## src/rtl/rtc_scan_ctrl.sv

```systemverilog
// ============================================================================
//  Module   : rtc_scan_ctrl
//  Brief    : Six-digit multiplexed 7-segment scan sequencer with blanking,
//             16-level brightness PWM, digit mask and frame-coherent snapshot.
//  Revision : 1.0  initial release
// ============================================================================
`default_nettype none

module rtc_scan_ctrl #(
    parameter int DWELL_CYCLES = 50000,
    parameter int BLANK_CYCLES = 500
) (
    input  logic       i_sclk,
    input  logic       i_reset,
    input  logic       i_enable,
    input  logic [7:0] i_segout1,
    input  logic [7:0] i_segout2,
    input  logic [7:0] i_segout3,
    input  logic [7:0] i_segout4,
    input  logic [7:0] i_segout5,
    input  logic [7:0] i_segout6,
    input  logic [5:0] i_digit_en,
    input  logic [3:0] i_bright,
    output logic [7:0] o_segments,
    output logic [7:0] o_digits,
    output logic [2:0] o_digit_idx,
    output logic       o_frame_start
);

    localparam int              c_DW         = $clog2(DWELL_CYCLES);
    localparam logic [c_DW-1:0] c_BLANK_LAST = c_DW'(BLANK_CYCLES - 1);
    localparam logic [c_DW-1:0] c_DWELL_LAST = c_DW'(DWELL_CYCLES - 1);
    localparam logic [2:0]      c_LAST_IDX   = 3'd5;

    typedef enum logic [1:0] {
        ST_IDLE  = 2'd0,
        ST_BLANK = 2'd1,
        ST_ON    = 2'd2
    } state_t;

    state_t            r_state_q,  w_state_d;
    logic [2:0]        r_idx_q,    w_idx_d;
    logic [c_DW-1:0]   r_dwell_q,  w_dwell_d;
    logic [3:0]        r_pwm_q,    w_pwm_d;
    logic [5:0][7:0]   r_snap_seg_q,    w_snap_seg_d;
    logic [5:0]        r_snap_en_q,     w_snap_en_d;
    logic [3:0]        r_snap_bright_q, w_snap_bright_d;
    logic [7:0]        r_seg_q,    w_seg_d;
    logic [7:0]        r_dig_q,    w_dig_d;
    logic              r_frame_q,  w_frame_d;
    logic              w_latch;
    logic              w_lit;

    always_comb begin
        w_state_d = r_state_q;
        w_idx_d   = r_idx_q;
        w_dwell_d = r_dwell_q + 1'b1;
        w_pwm_d   = r_pwm_q;
        w_frame_d = 1'b0;
        w_latch   = 1'b0;
        if (!i_enable) begin
            w_state_d = ST_IDLE;
            w_idx_d   = 3'd0;
            w_dwell_d = '0;
            w_pwm_d   = 4'd0;
        end else begin
            case (r_state_q)
                ST_IDLE: begin
                    w_state_d = ST_BLANK;
                    w_idx_d   = 3'd0;
                    w_dwell_d = '0;
                    w_latch   = 1'b1;
                    w_frame_d = 1'b1;
                end
                ST_BLANK: begin
                    if (r_dwell_q == c_BLANK_LAST) begin
                        w_state_d = ST_ON;
                        w_pwm_d   = 4'd0;
                    end
                end
                ST_ON: begin
                    w_pwm_d = r_pwm_q + 4'd1;
                    if (r_dwell_q == c_DWELL_LAST) begin
                        w_state_d = ST_BLANK;
                        w_dwell_d = '0;
                        // A masked digit still walks through here so refresh rate is fixed
                        if (r_idx_q == c_LAST_IDX) begin
                            w_idx_d   = 3'd0;
                            w_latch   = 1'b1;
                            w_frame_d = 1'b1;
                        end else begin
                            w_idx_d = r_idx_q + 3'd1;
                        end
                    end
                end
                default: begin
                    w_state_d = ST_IDLE;
                    w_idx_d   = 3'd0;
                    w_dwell_d = '0;
                    w_pwm_d   = 4'd0;
                end
            endcase
        end
    end

    always_comb begin
        w_snap_seg_d    = r_snap_seg_q;
        w_snap_en_d     = r_snap_en_q;
        w_snap_bright_d = r_snap_bright_q;
        if (w_latch) begin
            w_snap_seg_d    = {i_segout6, i_segout5, i_segout4,
                               i_segout3, i_segout2, i_segout1};
            w_snap_en_d     = i_digit_en;
            w_snap_bright_d = i_bright;
        end
    end

    // Outputs are computed from next-state values so they line up with the state entered
    always_comb begin
        w_lit   = (w_state_d == ST_ON) && w_snap_en_d[w_idx_d] &&
                  (w_pwm_d <= w_snap_bright_d);
        w_seg_d = 8'hFF;
        w_dig_d = 8'hFF;
        if (w_lit) begin
            w_seg_d = ~(8'd1 << w_idx_d);
            w_dig_d = w_snap_seg_d[w_idx_d];
        end
    end

    always_ff @(posedge i_sclk) begin
        if (i_reset) begin
            r_state_q       <= ST_IDLE;
            r_idx_q         <= 3'd0;
            r_dwell_q       <= '0;
            r_pwm_q         <= 4'd0;
            r_snap_seg_q    <= '0;
            r_snap_en_q     <= 6'd0;
            r_snap_bright_q <= 4'd0;
            r_seg_q         <= 8'hFF;
            r_dig_q         <= 8'hFF;
            r_frame_q       <= 1'b0;
        end else begin
            r_state_q       <= w_state_d;
            r_idx_q         <= w_idx_d;
            r_dwell_q       <= w_dwell_d;
            r_pwm_q         <= w_pwm_d;
            r_snap_seg_q    <= w_snap_seg_d;
            r_snap_en_q     <= w_snap_en_d;
            r_snap_bright_q <= w_snap_bright_d;
            r_seg_q         <= w_seg_d;
            r_dig_q         <= w_dig_d;
            r_frame_q       <= w_frame_d;
        end
    end

    assign o_segments    = r_seg_q;
    assign o_digits      = r_dig_q;
    assign o_digit_idx   = r_idx_q;
    assign o_frame_start = r_frame_q;

endmodule

`default_nettype wire

```

## config.mk

```make
export PLATFORM = sky130hd
export DESIGN_NAME = rtc_scan_ctrl
export DESIGN_NICKNAME = d
export VERILOG_FILES = /design/src/rtl/rtc_scan_ctrl.sv
export SDC_FILE = /design/constraint.sdc
export NUM_CORES = 1
export LEC_CHECK = 0
export CAP_MARGIN = 10
export CORE_MARGIN = 5
export CORE_UTILIZATION = 53
export DETAILED_ROUTE_END_ITERATION = 10
export PLACE_DENSITY = 0.77
export SETUP_SLACK_MARGIN = 0.15
export SYNTH_ARGS = -nofsm -noshare
export SYNTH_HDL_FRONTEND = slang
export SYNTH_SLANG_ARGS = --single-unit
```

## constraint.sdc

```tcl
create_clock -name i_sclk -period 5.07 [get_ports i_sclk]
set_clock_uncertainty 0.2 [all_clocks]
set_input_delay 1.014 -clock i_sclk [delete_from_list [all_inputs] [get_ports i_sclk]]
set_output_delay 1.014 -clock i_sclk [all_outputs]
set_load 0.005 [all_outputs]
```

==> out/qor.txt, run 1 <==
Synth warnings = 0
crit path launch type = flop
CTS tree = yes
input/output buffers = 80
Seq/Total Area, Yosys = 42.94%
initial core utilization = 53.98%
Final setup viols = 0
Worst slew margin = 26.56%
Syn Area/Cell = 8.554 sq um
fin cells = 721
DRC errors left = 0
VDD IR-drop max = 0.1614 mV
FF+latch area = 2002 sq um
Hold Violations, Final = 0
Post-DP Area = 5463 sq um
critical path fanouts, max = 14
Total Routing Usage GR = 20.50%
r2r setup slk = 0.94 ns
ys flop type = dfxtp_1
Post-DRT Antenna Nets = 0
cts bufs inserted = 9
Final WS setup = 0.9444 ns
Final #Nets = 680
Sink Count = 100
Max Cap Violations = 0
final period utilization = 81.37%
met2 Usage GRT = 32.33%
Routed WL = 11400 um
Placement Setup Slack = 0.8701 ns
Routability Congestion = 0.8354
Initial DRC Count = 176
die area = 10770 sq um
most common cell in the netlist = nand2_1
Multi-input gate area = 2474 sq um
Worst Setup End Kind = flop
global-route wire length before repair = 18370 um
Total Power = 1.602 mW
commonest cells in the synthesized netlist = nand2_1, dfxtp_1, mux2i_1, nor2_1, a21oi_1
achievable frequency = 0.2424 GHz
PwrDens = 281.1 nW/um^2
Top Usage Layer GRT = met2
Placed Cells = 706
Clock transition at path regs = 0.09 ns
total number of vias = 3959
Mapped Area = 4662 sq um
ranking of synthesized cells by area = dfxtp_1, mux2i_1, nand2_1, nor2_1, a21oi_1
crit path kind = flop to flop
worst slew pin tran = 1.102 ns
initial antenna violation count = 0
Post-synth EDFFs = 0
CTS root buffer = clkbuf_8
Overflow after GRT = 0
Yosys top cell area share = 42.94%
# resized after CTS = 0
RSZ-0062 raised after global routing = no
Vias/cell = 5.491
FF+latch count, synth = 100
M3 GR Usage = 4.229%
WL per Instance = 15.82 um
final setup TNS = 0 ns
IO Count = 81
Slew Limit Fails = 0
Tmin final = 4.126 ns
post-synthesis cell type count = 48
Synth area leader = dfxtp_1
area grow syn2layout = 22.22%
outcome = complete, no violations
Die Wd = 103.8 um
die outline height = 103.8 um
clock buffer depth = 2
Async SR Flop Fraction = 0%
Post-CTS Hold Fix Bufs = 0
CP Data Arrival Time = 4.13 ns
vias in the first global route = 3688
Hold Crit Class = flop to flop
setup repair bufs after CTS = 0
GR Layer Usage met1 = 27.78%
number of diodes = 0
hpwl dp = 8049 um
fraction of layout cells with a size suffix above 1 = 5.383%
CORE AREA = 8636 sq um
synthesized instance count = 545
H-Tree Level Count = 3
Static Leakage = 2.253 nW
pin count of the biggest net entering global routing = 67
DRT Pass-1 Iters = 4
row cnt = 34
clk_lat worst skew = 0.36 ns
# fillers = 724
Crit path required time = 5.07 ns
design area = 5698 sq um
placed cells by master (no fill, tap or decap), types with 3 or more instances in the layout:
| master | instances |
|---|---|
| nor3_1 | 7 |
| inv_1 | 5 |
| bufinv_16 | 3 |
| a31oi_1 | 7 |
| xnor2_1 | 6 |
| nand2b_1 | 4 |
| nand2_1 | 116 |
| o21ai_0 | 11 |
| xor2_1 | 11 |
| clkbuf_8 | 9 |
| a32oi_1 | 9 |
| nor2_1 | 57 |
| nor2b_1 | 5 |
| dfxtp_1 | 100 |
| nand4_1 | 7 |
| ha_1 | 10 |
| o21ai_1 | 9 |
| a21oi_1 | 42 |
| nand3b_1 | 3 |
| mux2i_1 | 58 |
| buf_4 | 5 |
| clkdlybuf4s50_1 | 79 |
| nand3_1 | 11 |
| and3_1 | 6 |
final cells by class:
| type | instances | area share (%) |
|---|---|---|
| clock buffers | 9 | 2.174 |
| clock inverters | 6 | 1.954 |
| repair buffers | 85 | 14.62 |
| flip-flops and latches | 100 | 35.13 |
| well taps | 108 | 2.372 |
| inverters | 5 | 0.3294 |
| multi-input cells | 408 | 43.41 |
sequential cells by signal (all words and copies together), names as in the netlist:
name,flops
o_segments,8
r_snap_seg_q,48
r_snap_bright_q,4
o_frame_start,1
r_pwm_q,4
r_dwell_q,16
o_digit_idx,3
r_state_q,2
o_digits,8
r_snap_en_q,6
worst paths after layout:
path,cells past startpoint,endpoint,startpoint
worst max-delay path,15,o_segments[3]$_SDFF_PP1_,r_dwell_q[12]$_SDFF_PP0_
worst min-delay path,2,r_snap_seg_q[42]$_SDFF_PP0_,r_snap_seg_q[42]$_SDFF_PP0_
worst max register to register,15,o_segments[3]$_SDFF_PP1_,r_dwell_q[12]$_SDFF_PP0_
worst min register to register,2,r_snap_seg_q[42]$_SDFF_PP0_,r_snap_seg_q[42]$_SDFF_PP0_
where the power goes:
| group | switching, mW | total, mW | internal [mW] |
|---|---|---|---|
| Sequential | 0.0118 | 0.826 | 0.814 |
| Combinational | 0.0880 | 0.174 | 0.0864 |
| Clock | 0.275 | 0.601 | 0.326 |
| Total | 0.375 | 1.60 | 1.23 |
per-layer routing:
layer / vias up / wire length, um
li1: 1995 / -
met1: 1822 / 5095
met2: 127 / 5406
met3: 15 / 721
met4: 0 / 180
met5: - / 0
worst max-delay path: stages, from the launching register on:
cell and delay [ns]:
dfxtp_1 0.34, or4_1 0.62, or4_1 0.57, nand2_1 0.12, nand2b_1 0.12, a22oi_1 0.25, nor2_1 0.09, ha_1 0.31
nor2b_1 0.14, o21ai_0 0.15, nand2b_1 0.08, a21oi_1 0.16, a41oi_1 0.08, nor3_1 0.32, o211a_4 0.31, nand4_1 0.12
metrics by stage:
stage | hold slack (ns) | util [%]
3_3_place_gp | 0.2414 | 63.26
3_5_place_dp | 0.2497 | 63.26
2_1_floorplan | 0.2332 | -
5_1_grt | 0.2849 | 65.98
4_1_cts | 0.2636 | 65.98
6_report | 0.2605 | 65.98
cells by family after synthesis:
kind of cell | synth area share, %
other | 0.08044
adder cells (fa/ha/maj) | 2.684
flip-flops | 42.94
AO/OA/AOI/OAI | 11.70
buffers and inverters | 4.106
XOR/XNOR | 3.194
multiplexers | 13.18
AND/OR/NAND/NOR | 22.12
Note: power is estimated with default switching activity, not from simulation.
==> run 2, diff against run 1 <==
Clock period 5.07 ns to 4.2 ns, I/O delays scaled along.
==> out/qor.txt, run 2 (synthesis results as in run 1) <==
outcome = complete, no violations
initial antenna violation count = 0 (unchanged)
RSZ-0062 raised after global routing = no
Final WS setup = 0.4063 ns (-0.5381 ns)
biggest regs = r_snap_seg_q: 48 flops, r_dwell_q: 16 flops
Routed WL = 11310 um (-0.81%)
total number of vias = 4051 (+2.3%)
M3 GR Usage = 5.224% (+1.0 points)
number of flip-flops in the largest register = 48 (unchanged)
IO Count = 81 (unchanged)
Post-CTS Hold Fix Bufs = 0 (unchanged)
H-Tree Level Count = 3 (unchanged)
hpwl dp = 8035 um (-0.18%)
Post-DRT Antenna Nets = 0 (unchanged)
# fillers = 729 (+0.69%)
pin count of the biggest net entering global routing = 48 (-28%)
Post-DP Area = 5478 sq um (+0.27%)
Total Routing Usage GR = 20.97% (+0.46 points)
GR Layer Usage met1 = 27.89% (+0.12 points)
achievable frequency = 0.2636 GHz (+8.7%)
Hold Crit Class = flop to flop
Crit path required time = 4.24 ns (-0.83 ns)
die outline height = 103.8 um (unchanged)
crit path launch type = flop
Final setup viols = 0 (unchanged)
Sink Count = 100 (unchanged)
Crit path top cell by count = nand2b_1
number of diodes = 0 (unchanged)
FF+latch area = 2002 sq um (unchanged)
fin cells = 727 (+0.83%)
Clock transition at path regs = 0.09 ns (about the same)
global-route wire length before repair = 18860 um (+2.7%)
Max Cap Violations = 0 (unchanged)
clock buffer depth = 2 (unchanged)
VDD IR-drop max = 0.2256 mV (+40%)
Initial DRC Count = 284 (+61%)
die area = 10770 sq um (unchanged)
Final #Nets = 685 (+0.74%)
largest register by flop count = r_snap_seg_q
initial core utilization = 53.98% (unchanged)
critical path fanouts, max = 7 (-7)
commonest non-fill, non-tap cell in the layout = nand2_1
fraction of layout cells with a size suffix above 1 = 6.462% (+1.1 points)
Die Wd = 103.8 um (unchanged)
CTS root buffer = clkbuf_8
crit-path cells = or4_4, or4_1, nand2_1, nand2b_1, a22oi_2, nor2_1, ha_1, nor2b_1, o21ai_0, nand2b_1, a21oi_1, a41oi_1, nor3_2, o211a_2, o21ai_1
cts bufs inserted = 9 (unchanged)
WL per Instance = 15.56 um (-1.6%)
commonest cells after routing, fill and taps aside = nand2_1, dfxtp_1, clkdlybuf4s50_1
Placed Cells = 708 (+0.28%)
vias in the first global route = 3878 (+5.2%)
Hold Violations, Final = 0 (unchanged)
Static Leakage = 2.276 nW (+0.98%)
CORE AREA = 8636 sq um (unchanged)
final setup TNS = 0 ns (unchanged)
worst slew pin tran = 1.134 ns (+0.03254 ns)
Routability Congestion = 0.9056 (+8.4%)
DRC errors left = 0 (unchanged)
clk_lat worst skew = 0.36 ns (about the same)
Vias/cell = 5.572 (+1.5%)
Slew Limit Fails = 0 (unchanged)
row cnt = 34 (unchanged)
Worst Setup End Kind = flop
design area = 5744 sq um (+0.81%)
PwrDens = 329.0 nW/um^2 (+17%)
r2r setup slk = 0.41 ns (-0.54 ns)
CP Data Arrival Time = 3.83 ns (-0.30 ns)
Multi-input gate area = 2497 sq um (+0.96%)
Overflow after GRT = 0 (unchanged)
crit path kind = flop to flop
area grow syn2layout = 23.22%
final period utilization = 90.33% (+9.0 points)
DRT Pass-1 Iters = 4 (unchanged)
met2 Usage GRT = 33.61% (+1.3 points)
input/output buffers = 80 (unchanged)
Critical-path top delay cell = or4_4
Tmin final = 3.794 ns (-0.3319 ns)
CTS tree = yes
Worst slew margin = 24.39% (-2.2 points)
Placement Setup Slack = 0.2488 ns (-0.6213 ns)
critical path's largest stage delay = 0.57 ns (-0.05 ns)
Top Usage Layer GRT = met2
-- run 2: final timing paths --
check                              startpoint                     endpoint  cells past startpoint
setup / recovery     r_dwell_q[12]$_SDFF_PP0_       o_digits[2]$_SDFF_PP1_                     15
hold / removal    r_snap_seg_q[26]$_SDFF_PP0_  r_snap_seg_q[26]$_SDFF_PP0_                      2
setup reg to reg     r_dwell_q[12]$_SDFF_PP0_       o_digits[2]$_SDFF_PP1_                     15
hold reg to reg   r_snap_seg_q[26]$_SDFF_PP0_  r_snap_seg_q[26]$_SDFF_PP0_                      2
-- run 2: layout make-up --
cell class | instances | share of cell area (%)
inverter | 5 | 0.3267
clock buffer | 13 | 2.766
tap | 108 | 2.352
timing repair buffer | 89 | 15.03
sequential | 100 | 34.85
multi-input combinational | 409 | 43.48
clock inverter | 3 | 1.198
-- run 2: per-layer routing --
| metal | routed length, um | vias to the layer above |
|---|---|---|
| li1 | - | 2006 |
| met4 | 163 | 0 |
| met3 | 647 | 12 |
| met2 | 5438 | 120 |
| met5 | 0 | - |
| met1 | 5062 | 1913 |
-- run 2: worst max-delay path, delay by kind of cell, from the launching register on --
kind,cells,cell delay [ns]
simple gates,8,1.85
compound gates,6,0.98
fa+ha+maj,1,0.30
flops,1,0.35
-- run 2: metrics by stage --
step / util (%) / hold slack [ns] / total power [mW]
6_report: 66.52 / 0.2565 / 1.890
5_1_grt: 66.52 / 0.2703 / 1.981
4_1_cts: 66.07 / 0.2585 / 1.909
3_5_place_dp: 63.43 / 0.2465 / 1.228
3_3_place_gp: 63.43 / 0.2402 / 1.221
2_1_floorplan: - / 0.2332 / 1.131
-- run 2: repair_timing --
item,in CTS,in global routing
resized for setup,0,3
setup buffers,0,2
setup endpoints to repair,0,14
-- run 2: power breakdown --
group	total (mW)	switching [mW]	internal, mW	leakage [nW]
Sequential	0.997	0.0138	0.983	0.817
Clock	0.682	0.311	0.370	0.114
Combinational	0.212	0.107	0.105	1.34
Total	1.89	0.432	1.46	2.28
==> run 3, diff against run 2 <==
Settings changed: SLEW_MARGIN set to 15.
Clock period 4.2 ns to 3.9 ns, I/O delays scaled along.
==> out/qor.txt, run 3 (synthesis results as in run 1) <==
PwrDens = 346.4 nW/um^2 (+5.3%)
number of diodes = 0 (unchanged)
Crit path required time = 3.95 ns (-0.29 ns)
Max Cap Violations = 0 (unchanged)
CTS root buffer = clkbuf_8
Routability Congestion = 0.8674 (-4.2%)
CTS tree = yes
vias in the first global route = 3904 (+0.67%)
achievable frequency = 0.2689 GHz (+2.0%)
Die Wd = 103.8 um (unchanged)
clock buffer depth = 2 (unchanged)
Reg-to-Reg End = o_digits[6]$_SDFF_PP1_
global-route wire length before repair = 19110 um (+1.4%)
pin count of the biggest net entering global routing = 63 (+31%)
Vias/cell = 5.560 (-0.21%)
Worst Setup End Kind = flop
Final setup viols = 0 (unchanged)
sequential power share = 53.4% (+0.7 points)
# fillers = 735 (+0.82%)
IO Count = 81 (unchanged)
VDD IR-drop max = 0.2111 mV (-6.4%)
Tmin final = 3.718 ns (-0.07528 ns)
Placement Setup Slack = 0.03301 ns (-0.2157 ns)
combinational share of power = 11.9% (+0.7 points)
DRC errors left = 0 (unchanged)
die area = 10770 sq um (unchanged)
initial core utilization = 53.98% (unchanged)
r2r setup slk = 0.18 ns (-0.22 ns)
crit path kind = flop to flop
Top Usage Layer GRT = met2
largest register by flop count = r_snap_seg_q
row cnt = 34 (unchanged)
DRT Pass-1 Iters = 5 (+1)
final period utilization = 95.34% (+5.0 points)
Sink Count = 100 (unchanged)
Final #Nets = 688 (+0.44%)
Worst Setup EP = o_digits[6]$_SDFF_PP1_
WL per Instance = 16.12 um (+3.6%)
Post-DRT Antenna Nets = 0 (unchanged)
Switching Fraction = 24.69% (+1.8 points)
switching pwr = 0.4969 mW (+15%)
Static Leakage = 2.308 nW (+1.4%)
Final WS setup = 0.1816 ns (-0.2247 ns)
RSZ-0062 raised after global routing = yes
Total Routing Usage GR = 21.20% (+0.23 points)
Overflow after GRT = 0 (unchanged)
cts bufs inserted = 9 (unchanged)
fraction of layout cells with a size suffix above 1 = 8.682% (+2.2 points)
CP Data Arrival Time = 3.77 ns (-0.06 ns)
Hold Violations, Final = 0 (unchanged)
Clock transition at path regs = 0.09 ns (about the same)
area grow syn2layout = 24.61%
clk_lat worst skew = 0.36 ns (about the same)
final setup TNS = 0 ns (unchanged)
Clk pwr share = 34.7% (-1.4 points)
CORE AREA = 8636 sq um (unchanged)
met2 Usage GRT = 34.24% (+0.64 points)
cell internal pwr = 1.516 mW (+4.0%)
crit path launch type = flop
Hold Crit Class = flop to flop
hpwl dp = 8064 um (+0.36%)
Initial DRC Count = 202 (-29%)
Slew Limit Fails = 0 (unchanged)
Setup crit start = r_dwell_q[10]$_SDFF_PP0_
outcome = complete, no violations
M3 GR Usage = 3.669% (-1.6 points)
initial antenna violation count = 0 (unchanged)
input/output buffers = 80 (unchanged)
commonest non-fill, non-tap cell in the layout = nand2_1
reg2reg start = r_dwell_q[10]$_SDFF_PP0_
total number of vias = 4059 (+0.20%)
H-Tree Level Count = 3 (unchanged)
Routed WL = 11770 um (+4.0%)
number of flip-flops in the largest register = 48 (unchanged)
GR Layer Usage met1 = 28.48% (+0.59 points)
commonest cells after routing, fill and taps aside = nand2_1, dfxtp_1, clkdlybuf4s50_1
critical path fanouts, max = 7 (unchanged)
R2R cell count = 16 (+1)
Post-CTS Hold Fix Bufs = 0 (unchanged)
biggest regs = r_snap_seg_q: 48 flops, r_dwell_q: 16 flops
die outline height = 103.8 um (unchanged)
worst slew pin tran = 0.5623 ns (-0.5718 ns)
Worst slew margin = 62.29% (+38 points)
## run 3: cell count changes in the layout (fill, tap and decap cells not counted), moves of 2 or more
cell     previous run  this run
dfxtp_1           100        97
dfxtp_2             0         3
buf_4               9        11
inv_6               0         2
## run 3: how the worst min path moves through the flow
| stage | start | to | depth (start not counted) |
|---|---|---|---|
| floorplan | r_snap_seg_q[47]$_SDFF_PP0_ | r_snap_seg_q[47]$_SDFF_PP0_ | 2 |
| global route | r_snap_seg_q[43]$_SDFF_PP0_ | r_snap_seg_q[43]$_SDFF_PP0_ | 2 |
| detailed placement | r_snap_seg_q[37]$_SDFF_PP0_ | r_snap_seg_q[37]$_SDFF_PP0_ | 2 |
| finish | r_snap_seg_q[38]$_SDFF_PP0_ | r_snap_seg_q[38]$_SDFF_PP0_ | 2 |
| global placement | r_snap_seg_q[47]$_SDFF_PP0_ | r_snap_seg_q[47]$_SDFF_PP0_ | 2 |
| CTS | r_snap_seg_q[37]$_SDFF_PP0_ | r_snap_seg_q[37]$_SDFF_PP0_ | 2 |
## run 3: per-layer routing
layer	vias to the layer above	wire length, um
met1	1900	5309
met5	-	0
li1	2013	-
met2	130	5645
met4	0	190
met3	16	619
## run 3: power groups by stage
| stage | Sequential [mW] | Clock [mW] | Combinational, mW |
|---|---|---|---|
| after floorplan | 1.09 | 0 | 0.128 |
| after CTS | 1.07 | 0.702 | 0.227 |
| after detailed placement | 1.10 | 0 | 0.222 |
| final | 1.07 | 0.699 | 0.239 |
| after global routing | 1.08 | 0.746 | 0.263 |
| after global placement | 1.10 | 0 | 0.216 |
## run 3: final cells by class
type	count	area (sq um)	area share, %
Tap cell	108	135.1	2.326
Sequential cell	100	2006	34.53
Inverter	5	18.77	0.3231
Clock buffer	12	155.1	2.671
Timing Repair Buffer	92	889.6	15.31
Clock inverter	4	55.05	0.9477
Multi-Input combinational cell	409	2550	43.89
## run 3: what timing repair did
item,CTS,global route
cloned,1,0
endpoints found under the setup margin,8,14
gates resized for setup,3,13
pin swaps,2,8
buffers inserted,1,4
## run 3: critical path, cell delays in order, from the launching register on
cell and delay (ns):
dfxtp_2 0.34, or4_4 0.53, or4_4 0.58, nand2_4 0.10, nand2b_4 0.07, a22oi_2 0.16, nor2_1 0.07, ha_1 0.33
nor2b_4 0.14, o21ai_1 0.13, nand2b_1 0.09, a21oi_2 0.17, a41oi_2 0.06, nor3_2 0.13, buf_4 0.16, o211a_2 0.26
o21ai_1 0.09
## run 3: per-stage QoR
step	instance area (sq um)	util, %	cells	total power [mW]	hold slack [ns]
6_report	5809	67.27	730	2.013	0.2584
5_1_grt	5809	67.27	730	2.087	0.2735
4_1_cts	5723	66.27	726	2.003	0.2614
3_5_place_dp	5482	63.47	708	1.320	0.2477
3_3_place_gp	5482	63.47	708	1.311	0.2383
2_1_floorplan	4686	-	546	1.221	0.2332
